### src/rtl/fetch_unit_pkg.sv
// Shared fetch-stage definitions: FSM state encoding and the NOP word.
// The hazard unit imports the same package so both sides agree on state meaning.
package fetch_unit_pkg;

    typedef enum logic [1:0] {
        REQ   = 2'd0,
        WAIT  = 2'd1,
        HOLD  = 2'd2,
        DRAIN = 2'd3
    } fetch_state_e;

    localparam logic [31:0] NOP_INSTR_DEFAULT = 32'h0000_0000;

    function automatic logic [31:0] word_align(input logic [31:0] addr);
        return {addr[31:2], 2'b00};
    endfunction

endpackage

### src/rtl/fetch_unit.sv
// Instruction-fetch stage: owns the PC, keeps one I-mem request in flight and
// feeds the IF/ID register, honouring stalls and redirects from later stages.
module fetch_unit
    import fetch_unit_pkg::*;
#(
    parameter logic [31:0] RESET_PC  = 32'h0000_0000,
    parameter logic [31:0] NOP_INSTR = NOP_INSTR_DEFAULT
) (
    input  logic        Clk,
    input  logic        Reset,
    input  logic        Stall,
    input  logic        Redirect,
    input  logic [31:0] RedirectPC,
    output logic        IMemReq,
    output logic [31:0] IMemAddr,
    input  logic        IMemValid,
    input  logic [31:0] IMemData,
    output logic [31:0] IF_Instruction,
    output logic [31:0] IF_PCPlus4,
    output logic        IF_Valid,
    output logic [31:0] PC
);

    // state | meaning
    // REQ   | issue a request for pc this cycle
    // WAIT  | live request outstanding; a response is delivered or buffered
    // HOLD  | response parked in hold_buf until decode accepts it
    // DRAIN | killed request outstanding; its response is thrown away

    fetch_state_e state, state_nxt;

    logic [31:0] pc, pc_nxt, pc_plus4;
    logic [31:0] hold_buf;
    logic [31:0] instr_q, pcp4_q;
    logic        valid_q;

    logic        req;
    logic        deliver_mem;
    logic        deliver_buf;
    logic        capture;

    assign pc_plus4 = pc + 32'd4;

    always_comb begin
        state_nxt   = state;
        req         = 1'b0;
        deliver_mem = 1'b0;
        deliver_buf = 1'b0;
        capture     = 1'b0;

        case (state)
            REQ: begin
                req       = 1'b1;
                // the request leaves even on redirect, so its reply must be drained
                state_nxt = Redirect ? DRAIN : WAIT;
            end
            WAIT: begin
                if (IMemValid) begin
                    if (Redirect) begin
                        state_nxt = REQ;
                    end else if (Stall) begin
                        capture   = 1'b1;
                        state_nxt = HOLD;
                    end else begin
                        deliver_mem = 1'b1;
                        req         = 1'b1;
                    end
                end else if (Redirect) begin
                    state_nxt = DRAIN;
                end
            end
            HOLD: begin
                if (Redirect) begin
                    state_nxt = REQ;
                end else if (!Stall) begin
                    deliver_buf = 1'b1;
                    state_nxt   = REQ;
                end
            end
            DRAIN: begin
                // a response landing together with another redirect still retires the kill
                if (IMemValid) begin
                    state_nxt = REQ;
                end
            end
            default: state_nxt = REQ;
        endcase
    end

    always_comb begin
        pc_nxt = pc;
        if (Redirect) begin
            pc_nxt = word_align(RedirectPC);
        end else if (deliver_mem || deliver_buf) begin
            pc_nxt = pc_plus4;
        end
    end

    // back-to-back delivery requests the following word without a REQ bubble
    assign IMemReq  = req && Reset;
    assign IMemAddr = deliver_mem ? pc_plus4 : pc;

    always_ff @(posedge Clk) begin
        if (!Reset) begin
            state    <= REQ;
            pc       <= RESET_PC;
            hold_buf <= NOP_INSTR;
            instr_q  <= NOP_INSTR;
            pcp4_q   <= 32'h0000_0000;
            valid_q  <= 1'b0;
        end else begin
            state <= state_nxt;
            pc    <= pc_nxt;
            if (capture) begin
                hold_buf <= IMemData;
            end
            if (Redirect) begin
                instr_q <= NOP_INSTR;
                valid_q <= 1'b0;
            end else if (deliver_mem) begin
                instr_q <= IMemData;
                pcp4_q  <= pc_plus4;
                valid_q <= 1'b1;
            end else if (deliver_buf) begin
                instr_q <= hold_buf;
                pcp4_q  <= pc_plus4;
                valid_q <= 1'b1;
            end else if (!Stall) begin
                instr_q <= NOP_INSTR;
                valid_q <= 1'b0;
            end
        end
    end

    assign IF_Instruction = instr_q;
    assign IF_PCPlus4     = pcp4_q;
    assign IF_Valid       = valid_q;
    assign PC             = pc;

endmodule
### config.mk
export PLATFORM = sky130hd
export DESIGN_NAME = fetch_unit
export DESIGN_NICKNAME = d
export VERILOG_FILES = /design/src/rtl/fetch_unit_pkg.sv /design/src/rtl/fetch_unit.sv
export SDC_FILE = /design/constraint.sdc
export NUM_CORES = 1
export LEC_CHECK = 0
export CORE_MARGIN = 2
export CORE_UTILIZATION = 50
export CTS_CLUSTER_SIZE = 30
export DETAILED_ROUTE_END_ITERATION = 10
export GPL_TIMING_DRIVEN = 0
export MAX_ROUTING_LAYER = met4
export PLACE_DENSITY = 0.83
export SETUP_SLACK_MARGIN = 0.3
export SYNTH_ARGS = -nofsm -noshare
export SYNTH_HDL_FRONTEND = slang
export SYNTH_SLANG_ARGS = --single-unit
### constraint.sdc
create_clock -name Clk -period 5.85 [get_ports Clk]
set_clock_uncertainty 0.2 [all_clocks]
set_input_delay 1.17 -clock Clk [delete_from_list [all_inputs] [get_ports Clk]]
set_output_delay 1.17 -clock Clk [all_outputs]
set_load 0.01 [all_outputs]
==> results.tsv, run 1 <==
stage	metric	value	unit
yosys	ys flop type	dfxtp_1	
cts	Clock Latency Late Sink	0.43	ns
die	Site Rows	40	
yosys	Seq/Total Area, Yosys	41.9	%
global_routing	total global routing track utilization	33.4	%
routing	Avg WL per Cell	18.9	um
setup_path	Critical Path Source Type	input pin	
yosys	flop and latch count out of synthesis	127	
setup_path	Worst EP arrival	3.88	ns
timing	min cycle time layout	5.25	ns
cts	hold buffers post-CTS	0	
die	Die H	114	um
die	Initial Util	50.9	%
setup_path	worst path cell trace	clkdlybuf4s50_1 -> nand3b_1 -> nor2_1 -> buf_2 -> nand4_1 -> xnor2_1 -> clkdlybuf4s50_1	
yosys	Synth Cell Area	6070	um2
timing	slack of the critical path	0.603	ns
routing	DRT Pass-1 Iters	6	
setup_path	max incr delay on CP	0.61	ns
global_routing	initial antenna violation count	0	
routing	Vias	6551	
finish	commonest non-fill, non-tap cell in the layout	clkdlybuf4s50_1	
timing	setup TNS	0	ns
setup_path	CP Capture Type	primary output	
routing	Final ANT Viol Nets	0	
yosys	synth warn	0	
cts	H-tree level count	4	
place	post-detail-place hpwl	15.2	mm
setup_path	CP Data Required Time	4.48	ns
yosys	Post-Syn Instances	755	
cts	TritonCTS Buffers	17	
global_routing	first-pass GRT wire length	32.4	mm
cts	TritonCTS clock tree	yes	
finish	layout cells sized above 1	8.06	%
run	maxcap violations	0	
yosys	count of different cell masters after synthesis	52	
die	core box area	11900	um2
finish	commonest cells after routing, fill and taps aside	clkdlybuf4s50_1, dfxtp_1, nand2_1, a21oi_1, nor2_1	
power	Static Leak	3.10	nW
power	Power Dens Cells	264	nW/um2
die	IO Pins	199	
routing	DR vias/cell	5.81	
power	worst vdd ir	192	uV
cts	Setup Buffers After CTS	0	
yosys	Async SR Flop Fraction	0	%
timing	worst-margin pin slew	0.865	ns
cts	CTS Buffer Depth	2	
timing	Slew HR	42.3	%
power	total chip power	2.31	mW
finish	Filler cells	955	
timing	fin crit share	89.7	%
finish	final core occ	73.5	%
setup_path	most used cell, CP	clkdlybuf4s50_1	
routing	DRT iter0 DRCs	696	
place	Placement Setup Slack	0.644	ns
routing	final wirelength	21.3	mm
cts	Sink Count	127	
cts	# resized after CTS	0	
die	die area	13000	um2
timing	Max Freq	0.191	GHz
die	die width	114	um
setup_path	CP delay by family, top	buffers and inverters	
place	PortBufs	188	
global_routing	GRT Residual Overflow	0	
setup_path	CP Max Fanout	10	
timing	final hold violation count	0	
timing	setup repair after global routing missed its margin	false	
yosys	Post-synth EDFFs	0	
timing	Max Slew Vio Count	0	
global_routing	vias in the first global route	6109	
setup_path	Setup Crit Path Kind	input pin to primary output	
setup_path	slowest cell on the critical path	nor2_1	
yosys	synthesized area per cell	8.03	um2
finish	nets	1037	
timing	endpoints failing setup	0	
cts	CTS Root Cell	clkbuf_16	
hold_path	worst min-delay path class	register to register	
cts	Clock transition at path regs	0.06	ns
status	run status	completed	
global_routing	pin count of the biggest net entering global routing	17	
setup_path	Crit path buffers/inverters	3	
place	RePlAce Congestion	0.981	
routing	Residual DRC	0	
finish	diodes inserted	0	
finish	synth-to-layout area growth	44.2	%
==> sequential cells by signal, indices dropped and copies added (netlist names) <==
name,flops
state,2
PC,30
IF_Valid,1
IF_PCPlus4,30
IF_Instruction,32
hold_buf,32
==> where the power goes <==
| group | internal, mW | leakage (nW) | switching [mW] |
|---|---|---|---|
| Clock | 0.663 | 0.301 | 0.407 |
| Combinational | 0.153 | 1.77 | 0.165 |
| Sequential | 0.894 | 1.03 | 0.0241 |
==> cells in the mapped netlist, types with 3 or more instances <==
| library cell | number | share of area [%] |
|---|---|---|
| xor2_1 | 22 | 3.2 |
| nor4_4 | 3 | 1.1 |
| nand2_1 | 117 | 7.2 |
| o31a_1 | 5 | 0.72 |
| clkbuf_1 | 46 | 2.8 |
| a222oi_1 | 32 | 5.3 |
| nor4_1 | 9 | 0.93 |
| buf_4 | 10 | 1.2 |
| and4_1 | 5 | 0.72 |
| a31oi_1 | 7 | 0.72 |
| o21ai_0 | 33 | 2.7 |
| buf_2 | 19 | 1.6 |
| and3_1 | 4 | 0.41 |
| dfxtp_1 | 127 | 42 |
| a32oi_1 | 3 | 0.43 |
| nand4_1 | 10 | 1.0 |
| nor3_1 | 15 | 1.2 |
| and2_1 | 5 | 0.52 |
| a22oi_1 | 4 | 0.50 |
| or2_2 | 3 | 0.31 |
| inv_1 | 9 | 0.56 |
| nand4_2 | 3 | 0.62 |
| xnor2_1 | 30 | 4.3 |
| nor2_1 | 79 | 4.9 |
| a211oi_1 | 9 | 1.1 |
| nand3_1 | 21 | 1.7 |
| nor2b_1 | 3 | 0.31 |
| a21oi_1 | 91 | 7.5 |
==> logic make-up after synthesis <==
logic type / count (synthesis) / synth area share, %
flip-flops: 127 / 41.9
AND/OR/NAND/NOR: 287 / 22.8
XOR/XNOR: 52 / 7.51
multiplexers: 2 / 0.351
AO/OA/AOI/OAI: 198 / 20.8
adder cells (fa/ha/maj): 1 / 0.206
other: 1 / 0.0618
buffers and inverters: 87 / 6.41
==> cell type report <==
| type | instances | area [um2] | share of cell area, % |
|---|---|---|---|
| Tap cell | 147 | 184 | 2.10 |
| Sequential cell | 127 | 2540 | 29.1 |
| Timing Repair Buffer | 188 | 1880 | 21.5 |
| Clock buffer | 20 | 467 | 5.33 |
| Multi-Input combinational cell | 546 | 3150 | 36.0 |
| Inverter | 9 | 33.8 | 0.386 |
| Buffer | 78 | 355 | 4.06 |
| Clock inverter | 12 | 133 | 1.52 |
==> layer usage <==
metal	share of wire (%)	global-route usage, %
met5	0	-
met1	39	39.7
met3	11	9.05
met4	2.6	13.7
met2	47	53.7
==> worst reg2reg max path, stage by stage, from the launching register on <==
cell and delay (ns):
dfxtp_1 0.51, ha_1 0.20, clkbuf_1 0.24, nand4_1 0.31, nor4_4 0.40, nand3_2 0.18
o31a_1 0.31, a31oi_1 0.17
==> through the flow <==
step                      std cells  cell area, um2  hold slack (ns)
after floorplan                 760            6080            0.236
after global placement         1095            8150            0.241
after detailed placement       1095            8150            0.246
after CTS                      1127            8750            0.254
after global routing           1127            8750            0.271
final                          1127            8750            0.253
==> path summary, 6_finish.rpt <==
kind                                                 from                        end  slack [ns]  cells past startpoint
worst max-delay path                            IMemValid               IMemAddr[29]        0.60                      7
worst min-delay path            hold_buf[26]$_SDFFE_PN0P_  hold_buf[26]$_SDFFE_PN0P_        0.25                      2
worst max register to register         PC[2]$_SDFFE_PN0P_        PC[26]$_SDFFE_PN0P_        3.24                      7
worst min register to register  hold_buf[26]$_SDFFE_PN0P_  hold_buf[26]$_SDFFE_PN0P_        0.25                      2
Note: power is estimated with default switching activity, not from simulation.
==> run 2, diff against run 1 <==
--- a/config.mk
+++ b/config.mk
@@ -5,6 +5,7 @@
 export SDC_FILE = /design/constraint.sdc
 export NUM_CORES = 1
 export LEC_CHECK = 0
+export ABC_AREA = 1
 export CORE_MARGIN = 2
 export CORE_UTILIZATION = 50
 export CTS_CLUSTER_SIZE = 30
==> results.tsv, run 2 <==
stage	metric	value	unit	change
die	Die H	114	um	about the same
cts	# resized after CTS	0		unchanged
setup_path	CP Data Required Time	4.48	ns	about the same
power	Static Leak	3.45	nW	was 3.10 nW
place	PortBufs	189		was 188
timing	slack of the critical path	0.931	ns	was 0.603 ns
finish	commonest cells after routing, fill and taps aside	nand2_1, clkdlybuf4s50_1, dfxtp_1, nor2_1, o21ai_0		was clkdlybuf4s50_1, dfxtp_1, nand2_1, a21oi_1, nor2_1
cts	Clock Latency Late Sink	0.43	ns	about the same
routing	DRT iter0 DRCs	446		was 696
setup_path	Setup Crit Path Kind	input pin to primary output		unchanged
yosys	Seq/Total Area, Yosys	41.9	%	about the same
place	RePlAce Congestion	0.967		was 0.981
timing	setup repair after global routing missed its margin	false		unchanged
die	die area	13000	um2	about the same
setup_path	Critical Path Source Type	input pin		unchanged
timing	min cycle time layout	4.92	ns	was 5.25 ns
global_routing	GRT Residual Overflow	0		unchanged
timing	endpoints failing setup	0		unchanged
finish	synth-to-layout area growth	44.4	%	was 44.2%
routing	Residual DRC	0		unchanged
cts	hold buffers post-CTS	0		unchanged
global_routing	vias in the first global route	6528		was 6109
timing	worst-margin pin slew	0.638	ns	was 0.865 ns
timing	Max Freq	0.203	GHz	was 0.191 GHz
finish	commonest non-fill, non-tap cell in the layout	nand2_1		was clkdlybuf4s50_1
die	IO Pins	199		unchanged
yosys	most frequent cells after synthesis	nand2_1, dfxtp_1, nor2_1, o21ai_0, a21oi_1		was dfxtp_1, nand2_1, a21oi_1, nor2_1, clkbuf_1
setup_path	slowest cell on the critical path	clkdlybuf4s50_1		was nor2_1
finish	nets	1205		was 1037
yosys	synthesized area per cell	6.58	um2	was 8.03 um2
yosys	Post-synth EDFFs	0		unchanged
timing	final hold violation count	0		unchanged
global_routing	total global routing track utilization	31.9	%	was 33.4%
setup_path	max incr delay on CP	0.60	ns	was 0.61 ns
place	post-detail-place hpwl	14.4	mm	was 15.2 mm
timing	fin crit share	84.1	%	was 89.7%
setup_path	worst path cell trace	clkdlybuf4s50_1 -> nor2_1 -> nand3_4 -> clkinv_1 -> buf_4 -> buf_2 -> nand2_1 -> o21ai_0 -> clkdlybuf4s50_1		was clkdlybuf4s50_1 -> nand3b_1 -> nor2_1 -> buf_2 -> nand4_1 -> xnor2_1 -> clkdlybuf4s50_1
yosys	flop and latch count out of synthesis	127		unchanged
routing	final wirelength	19.9	mm	was 21.3 mm
setup_path	Worst EP arrival	3.55	ns	was 3.88 ns
finish	layout cells sized above 1	6.54	%	was 8.06%
setup_path	most used cell, CP	clkdlybuf4s50_1		unchanged
routing	Avg WL per Cell	15.4	um	was 18.9 um
yosys	count of different cell masters after synthesis	28		was 52
die	core box area	11900	um2	unchanged
global_routing	first-pass GRT wire length	31.6	mm	was 32.4 mm
finish	cell area after layout	8760	um2	was 8750 um2
yosys	Synth Cell Area	6060	um2	was 6070 um2
timing	Hold Slack	0.264	ns	was 0.253 ns
setup_path	CP Max Fanout	10		unchanged
run	maxcap violations	0		unchanged
power	worst vdd ir	177	uV	was 192 uV
place	Cell Area, Placed	8160	um2	was 8150 um2
cts	TritonCTS clock tree	yes		unchanged
power	Power Dens Cells	268	nW/um2	was 264 nW/um2
routing	Final ANT Viol Nets	0		unchanged
yosys	top post-synthesis cells by area	dfxtp_1, nand2_1, o21ai_0		was dfxtp_1, a21oi_1, nand2_1
cts	Sink Count	127		unchanged
place	Placement Setup Slack	0.963	ns	was 0.644 ns
finish	diodes inserted	0		unchanged
yosys	post-synth top area share	41.9	%	about the same
status	run status	completed		unchanged
routing	DRT Pass-1 Iters	7		was 6
die	die width	114	um	about the same
die	Site Rows	40		unchanged
yosys	most instantiated library cell after synthesis	nand2_1		was dfxtp_1
setup_path	CP Capture Type	primary output		unchanged
yosys	synth warn	0		unchanged
hold_path	worst min-delay path class	register to register		unchanged
timing	Max Slew Vio Count	0		unchanged
routing	Vias	6838		was 6551
cts	Clock transition at path regs	0.05	ns	was 0.06 ns
die	Initial Util	50.9	%	about the same
yosys	Yosys top cell by area	dfxtp_1		unchanged
cts	CTS Buffer Depth	2		unchanged
cts	TritonCTS Buffers	17		unchanged
cts	CTS Root Cell	clkbuf_16		unchanged
yosys	Post-Syn Instances	922		was 755
timing	Slew HR	57.5	%	was 42.3%
routing	DR vias/cell	5.28		was 5.81
timing	setup TNS	0	ns	unchanged
yosys	ys flop type	dfxtp_1		unchanged
global_routing	initial antenna violation count	0		unchanged
yosys	Async SR Flop Fraction	0	%	unchanged
cts	Setup Buffers After CTS	0		unchanged
cts	H-tree level count	4		unchanged
global_routing	pin count of the biggest net entering global routing	17		unchanged
==> run 2: path summary, 6_finish.rpt <==
check	start	endpoint	slack [ns]	cells after the start
min reg2reg	IF_PCPlus4[4]$_SDFFE_PN0P_	IF_PCPlus4[4]$_SDFFE_PN0P_	0.26	2
max	Stall	IMemAddr[27]	0.93	9
max reg2reg	PC[2]$_SDFFE_PN0P_	PC[16]$_SDFFE_PN0P_	3.76	8
min	IF_PCPlus4[4]$_SDFFE_PN0P_	IF_PCPlus4[4]$_SDFFE_PN0P_	0.26	2
==> run 2: logic make-up after synthesis <==
| family | Yosys count | synth area share (%) |
|---|---|---|
| adder cells (fa/ha/maj) | 1 | 0.206 |
| XOR/XNOR | 14 | 2.15 |
| flip-flops | 127 | 41.9 |
| buffers and inverters | 114 | 7.94 |
| AND/OR/NAND/NOR | 484 | 31.9 |
| AO/OA/AOI/OAI | 181 | 15.9 |
| other | 1 | 0.0618 |
==> run 2: worst max-delay path, delay by kind of cell <==
kind	cells	cell delay, ns
AND/OR/NAND/NOR	3	0.52
AO/OA/AOI/OAI	1	0.15
buffers and inverters	5	1.70
==> run 2: through the flow <==
step | power [mW] | instances | utilization, %
6_report | 2.35 | 1294 | 73.5
5_1_grt | 2.43 | 1294 | 73.5
4_1_cts | 2.35 | 1294 | 73.5
3_5_place_dp | 1.28 | 1263 | 68.5
3_3_place_gp | 1.28 | 1263 | 68.5
2_1_floorplan | 1.10 | 927 | -
==> run 2: layout make-up <==
class / count / area [um2]
fillers: 965 / 3160
multi-input cells: 686 / 3060
flip-flops and latches: 127 / 2540
repair buffers: 189 / 1890
clock buffers: 20 / 457
plain buffers: 58 / 272
inverters: 56 / 210
well taps: 147 / 184
clock inverters: 11 / 140
==> run 2: metal layers <==
metal	up-vias	share of wire [%]	wire (um)	GRT usage (%)
met4	0	3.1	615	15.3
met2	307	48	9610	53.7
met1	3093	40	7890	35.0
li1	3384	-	-	-
met5	-	0	0	-
met3	54	9.0	1790	8.84
==> run 2: report_power, final <==
| group | switching, mW | internal, mW | total, mW |
|---|---|---|---|
| sequential | 0.0354 | 0.902 | 0.937 |
| combinational | 0.176 | 0.159 | 0.336 |
| clock | 0.388 | 0.686 | 1.07 |
| total | 0.600 | 1.75 | 2.35 |
